[config.mk]
export PLATFORM = sky130hd
export DESIGN_NAME = sync_shfifo_ctrl
export DESIGN_NICKNAME = d
export VERILOG_FILES = /design/src/rtl/sync_shfifo_ctrl_pkg.sv /design/src/rtl/sdp_ram.sv /design/src/rtl/sync_shfifo_ctrl.sv
export SDC_FILE = /design/constraint.sdc
export NUM_CORES = 1
export LEC_CHECK = 0
export CAP_MARGIN = 20
export CORE_MARGIN = 5
export CORE_UTILIZATION = 35
export DETAILED_ROUTE_END_ITERATION = 12
export DONT_BUFFER_PORTS = 1
export SETUP_SLACK_MARGIN = 0.15
export SLEW_MARGIN = 0
export SYNTH_ARGS = -nofsm -noshare
export SYNTH_HDL_FRONTEND = slang
export SYNTH_SLANG_ARGS = --single-unit
[constraint.sdc]
create_clock -name clk -period 6.3 [get_ports clk]
set_clock_uncertainty 0.15 [all_clocks]
set_input_delay 0.315 -clock clk [delete_from_list [all_inputs] [get_ports clk]]
set_output_delay 0.315 -clock clk [all_outputs]
set_load 0.01 [all_outputs]
[src/rtl/sync_shfifo_ctrl_pkg.sv]
// sync_shfifo_ctrl_pkg: shared RAM latency, prefetch depth and prefetch pointer helpers
package sync_shfifo_ctrl_pkg;
  localparam int RD_LAT = 2;
  localparam int PF_DEPTH = 3;
  typedef logic [1:0] pf_ptr_t;
  function automatic pf_ptr_t pf_inc(input pf_ptr_t p);
    return (p == pf_ptr_t'(PF_DEPTH - 1)) ? pf_ptr_t'(0) : p + pf_ptr_t'(1);
  endfunction
endpackage

[src/rtl/sdp_ram.sv]
// sdp_ram: simple dual-port RAM with a two-stage registered read path
module sdp_ram #(
  parameter int RAM_DATA_WIDTH = 32,
  parameter int RAM_ADDR_WIDTH = 3
) (
  input  logic                      clk,
  input  logic                      wen,
  input  logic [RAM_ADDR_WIDTH-1:0] waddr,
  input  logic [RAM_DATA_WIDTH-1:0] wdat,
  input  logic                      ren,
  input  logic [RAM_ADDR_WIDTH-1:0] raddr,
  output logic [RAM_DATA_WIDTH-1:0] q
);
  logic [RAM_DATA_WIDTH-1:0] mem [1 << RAM_ADDR_WIDTH];
  logic [RAM_DATA_WIDTH-1:0] rd_q, q_q;
  always_ff @(posedge clk) begin
    if (wen) mem[waddr] <= wdat;
    if (ren) rd_q <= mem[raddr];
    q_q <= rd_q;
  end
  assign q = q_q;
endmodule

[src/rtl/sync_shfifo_ctrl.sv]
// sync_shfifo_ctrl: show-ahead FIFO controller around sdp_ram with a 3-entry prefetch buffer
module sync_shfifo_ctrl
  import sync_shfifo_ctrl_pkg::*;
#(
  parameter int DATA_WIDTH = 32,
  parameter int ADDR_WIDTH = 3
) (
  input  logic                  clk,
  input  logic                  rst,
  input  logic                  push,
  input  logic [DATA_WIDTH-1:0] push_data,
  output logic                  full,
  input  logic                  pop,
  output logic [DATA_WIDTH-1:0] pop_data,
  output logic                  empty,
  output logic [ADDR_WIDTH+1:0] level,
  output logic                  overflow,
  output logic                  underflow
);
  localparam int CW = ADDR_WIDTH + 1;
  localparam int LW = ADDR_WIDTH + 2;
  localparam int RAM_DEPTH = 1 << ADDR_WIDTH;
  logic [ADDR_WIDTH-1:0] wptr_q, wptr_d, rptr_q, rptr_d;
  logic [CW-1:0] ram_cnt_q, ram_cnt_d;
  logic [LW-1:0] level_q, level_d;
  logic [RD_LAT-1:0] vld_q, vld_d;
  pf_ptr_t head_q, head_d, tail_q, tail_d, buf_cnt_q, buf_cnt_d, inflight;
  logic [DATA_WIDTH-1:0] pf_q [PF_DEPTH];
  logic [DATA_WIDTH-1:0] pf_d [PF_DEPTH];
  logic [DATA_WIDTH-1:0] ram_q;
  logic full_q, full_d, empty_q, empty_d, ovf_q, ovf_d, unf_q, unf_d;
  logic push_acc, pop_acc, issue, cap;
  assign push_acc = push && !full_q;
  assign pop_acc  = pop && !empty_q;
  assign inflight = pf_ptr_t'($countones(vld_q));
  // Credit counts the slot an accepted pop frees this cycle, so a full buffer can refill back-to-back
  assign issue = (ram_cnt_q != '0) &&
                 (int'(buf_cnt_q) + int'(inflight) - int'(pop_acc) < PF_DEPTH);
  assign cap = vld_q[RD_LAT-1];
  always_comb begin
    wptr_d    = push_acc ? wptr_q + ADDR_WIDTH'(1) : wptr_q;
    rptr_d    = issue ? rptr_q + ADDR_WIDTH'(1) : rptr_q;
    ram_cnt_d = ram_cnt_q + CW'(push_acc) - CW'(issue);
    level_d   = level_q + LW'(push_acc) - LW'(pop_acc);
    vld_d     = {vld_q[RD_LAT-2:0], issue};
    head_d    = pop_acc ? pf_inc(head_q) : head_q;
    tail_d    = cap ? pf_inc(tail_q) : tail_q;
    buf_cnt_d = buf_cnt_q + pf_ptr_t'(cap) - pf_ptr_t'(pop_acc);
    for (int i = 0; i < PF_DEPTH; i++) pf_d[i] = (cap && tail_q == pf_ptr_t'(i)) ? ram_q : pf_q[i];
    full_d    = ram_cnt_d == CW'(RAM_DEPTH);
    empty_d   = buf_cnt_d == '0;
    ovf_d     = push && full_q;
    unf_d     = pop && empty_q;
  end
  always_ff @(posedge clk) begin
    if (rst) begin
      wptr_q    <= '0;
      rptr_q    <= '0;
      ram_cnt_q <= '0;
      level_q   <= '0;
      vld_q     <= '0;
      head_q    <= '0;
      tail_q    <= '0;
      buf_cnt_q <= '0;
      for (int i = 0; i < PF_DEPTH; i++) pf_q[i] <= '0;
      full_q    <= 1'b0;
      empty_q   <= 1'b1;
      ovf_q     <= 1'b0;
      unf_q     <= 1'b0;
    end else begin
      wptr_q    <= wptr_d;
      rptr_q    <= rptr_d;
      ram_cnt_q <= ram_cnt_d;
      level_q   <= level_d;
      vld_q     <= vld_d;
      head_q    <= head_d;
      tail_q    <= tail_d;
      buf_cnt_q <= buf_cnt_d;
      pf_q      <= pf_d;
      full_q    <= full_d;
      empty_q   <= empty_d;
      ovf_q     <= ovf_d;
      unf_q     <= unf_d;
    end
  end
  sdp_ram #(
    .RAM_DATA_WIDTH(DATA_WIDTH),
    .RAM_ADDR_WIDTH(ADDR_WIDTH)
  ) u_ram (
    .clk  (clk),
    .wen  (push_acc && !rst),
    .waddr(wptr_q),
    .wdat (push_data),
    .ren  (issue && !rst),
    .raddr(rptr_q),
    .q    (ram_q)
  );
  assign full      = full_q;
  assign empty     = empty_q;
  assign level     = level_q;
  assign overflow  = ovf_q;
  assign underflow = unf_q;
  assign pop_data  = pf_q[head_q];
endmodule
==> impl_metrics.toml <==
[outcome]
outcome = "complete, no violations"

[logic_synthesis]
synth-edff-count = 288
synth_area_mm2 = 0.0166
syn_avg_cell_area_um2 = 14.8
syn_inst = 1123
synth-seq-area-share_pct = 70.9
synth_ff_type = "edfxtp_1"
ys_ff_latch = 443
synth_async_sr_flop_share_pct = 0
yosysWarnings = 0
ys_types = 38
syn-num-nets = 1180

[hold_path]
min_path_type = "in -> reg"
holdPathStages = 2

[route]
wl_met3_mm = 1.57
postRouteAntennaNets = 0
drt-initial-drc-count = 577
wl_met2_mm = 16.5
drt-met1-wl_mm = 15.2
wl_per_cell_um = 18.9
vias = 8767
drc = 0
drt-pass1-iter-count = 4
vias_per_cell = 4.88
highest_layer = "met5"
wirelength_mm = 33.9

[power]
ir_worst_vdd_mv = 0.229
p_per_area_mw_per_mm2 = 399
p_leak_uw = 0.00604

[global_route]
grt_max_degree = 123
grt_pass1_vias = 8997
overflow = 0
grt_pass1_wl_mm = 53.3
gr-usage-all-layers_pct = 13.2
grt_antenna_before_repair = 10

[cells_and_area]
post-route-util_pct = 40.9
drive_gt1_share_pct = 16.6
syn2layout_area_growth_pct = 15.0
fin_area_mm2 = 0.0191
nNetsFinal = 1210
fillers = 4228

[timing]
timing.final.ws_setup_ns = 2.04
period_share_pct = 67.7
tightest_slew_ns = 0.992
slew-limit-headroom_pct = 33.9
setup_viol = 0
fin_tns_setup_ns = 0
report.final.slew_viol_count = 0
hold_viol_final = 0
timing.fmax_mhz = 234
rsz0062_at_grt = "false"
min_period_ns = 4.26

[clock_network]
clk_pin_slew_worst_paths_ns = 0.06
cts_sinks = 443
clk_path_buf_depth = 3
cts_max_level = 2
cts-root-buf = "clkbuf_16"
cts_tree = "done"
clk_latency_ns = 0.54
cts_setup_buffers = 0
cts.repair.resized = 0
numCtsBuffers = 44
holdBufCountCts = 35

[floorplan]
core_area_mm2 = 0.0467
rows = 79
die_y_um = 228
die_x_um = 228
dieArea_mm2 = 0.0518
ioPinCount = 77
initial_core_util_pct = 35.5

[placed_design]
dp.final_hpwl_mm = 19.1
dp_slack_ns = 2.05
numPortBuffers = 0
place_area_mm2 = 0.0172
place.gp.congestion = 0.694

[setup_path]
r2r_start = "empty$_SDFF_PP1_"
crit_end = "full$_SDFF_PP0_"
cp-startpoint = "empty$_SDFF_PP1_"
cp.required_ns = 6.61
rrSetupSlack_ns = 2.04
path_max_fanout = 9
rr_endpoint = "full$_SDFF_PP0_"
start_kind = "register"
worst_setup_path_end_kind = "register"
path_class = "reg -> reg"
worst_ep_arrival_time_ns = 4.57
r2r_cells = 16

[run]
drv_cap = 0
## cell usage after synthesis (all sizes together) (3+ instances only)
cell type  count  area share (%)
edfxtp       288              52
nand2        232             5.3
dfxtp        155              19
a21oi        106             3.2
mux4          64             8.8
clkbuf        43            0.97
o21ai         35             1.1
mux2i         33             2.0
mux2          32             2.2
buf           23            0.89
inv           21            0.48
nor2          21            0.48
ha            17             1.3
nor3           8            0.24
nor2b          7            0.26
xor2           5            0.26
fa             4            0.48
nand2b         4            0.15
xnor2          4            0.21
nor3b          3            0.14
## through the flow
stage	cells	hold WS [ns]	power (uW)
finish	1798	0.00825	7610
global route	1795	0.0511	8000
CTS	1792	0.0308	7720
detailed placement	1679	0.177	5020
global placement	1679	0.176	5000
floorplan	1123	0.173	4690
## sequential cells by signal (all words and copies together) (netlist names), 2 cells and up
signal	cells
u_ram.rd_q	32
level	5
vld_q	2
head_q	2
u_ram.mem	256
ram_cnt_q	4
u_ram.q	32
rptr_q	3
pf_q	96
tail_q	2
wptr_q	3
buf_cnt_q	2
## logic make-up (layout without fill, tap and decap cells)
kind of cell,after synthesis,count (layout),share of synthesized area (%)
flops,443,443,70.9
simple gates,288,288,7.07
compound gates,145,145,4.45
mux,129,129,13.0
buf+inv,88,150,2.39
fa+ha+maj,21,21,1.77
xor+xnor,9,9,0.476
other cells,0,6,0
## final cells by class
class,instances,area (um^2),area share [%]
Clock inverter,23,251,1.32
Timing Repair Buffer,51,488,2.56
Antenna cell,6,15.0,0.0788
Sequential cell,443,11800,61.7
Multi-Input combinational cell,592,4500,23.6
Clock buffer,55,1210,6.37
Tap cell,607,759,3.98
Inverter,21,78.8,0.413
## placed cells by master (no fill, tap or decap), types with 5 or more instances in the layout
cell type and n:
o21ai_0 17, buf_4 16, nand2_1 232, diode_2 6, inv_1 20, mux4_2 60, dfxtp_1 152, clkinv_1 5
bufinv_16 5, o21ai_1 18, xor2_1 5, clkinv_2 6, clkbuf_8 5, nor2b_1 6, clkbuf_16 45, nor2_1 17
edfxtp_1 288, ha_1 17, mux2i_1 33, dlygate4sd3_1 34, a21oi_1 106, clkbuf_1 5, mux2_2 32
## power by group
part / switching, uW / total [uW] / internal [uW]
clock: 1050 / 2620 / 1570
sequential: 227 / 3690 / 3460
combinational: 680 / 1300 / 619
total: 1960 / 7610 / 5650
## worst max-delay path: stages (launching register included)
cell and delay [ns]:
dfxtp_1 0.40, nand2b_1 0.23, inv_1 0.11, ha_1 0.30, fa_1 0.40, fa_1 0.39, xor2_1 0.17, a2bb2oi_1 0.58
nor2_1 0.13, ha_1 0.30, inv_1 0.06, ha_1 0.15, inv_1 0.05, fa_1 0.37, xor2_1 0.18, nand3b_1 0.10
nor3_1 0.13
## how the worst min path moves through the flow
stage | startpoint | to | slack [ns]
floorplan | u_ram.rd_q[0]$_DFFE_PP_ | u_ram.q[0]$_DFF_P_ | 0.17
global placement | u_ram.rd_q[3]$_DFFE_PP_ | u_ram.q[3]$_DFF_P_ | 0.18
detailed placement | u_ram.rd_q[22]$_DFFE_PP_ | u_ram.q[22]$_DFF_P_ | 0.18
CTS | rst | wptr_q[2]$_SDFFE_PP0P_ | 0.03
global route | rst | wptr_q[1]$_SDFFE_PP0P_ | 0.05
finish | rst | wptr_q[1]$_SDFFE_PP0P_ | 0.008
## metal layers
layer	vias to the layer above	GRT usage, %
met5	-	0
met4	8	3.09
met3	47	2.90
met2	160	22.0
met1	4396	17.7
li1	4156	-
Power figures use the tool's default switching activity.
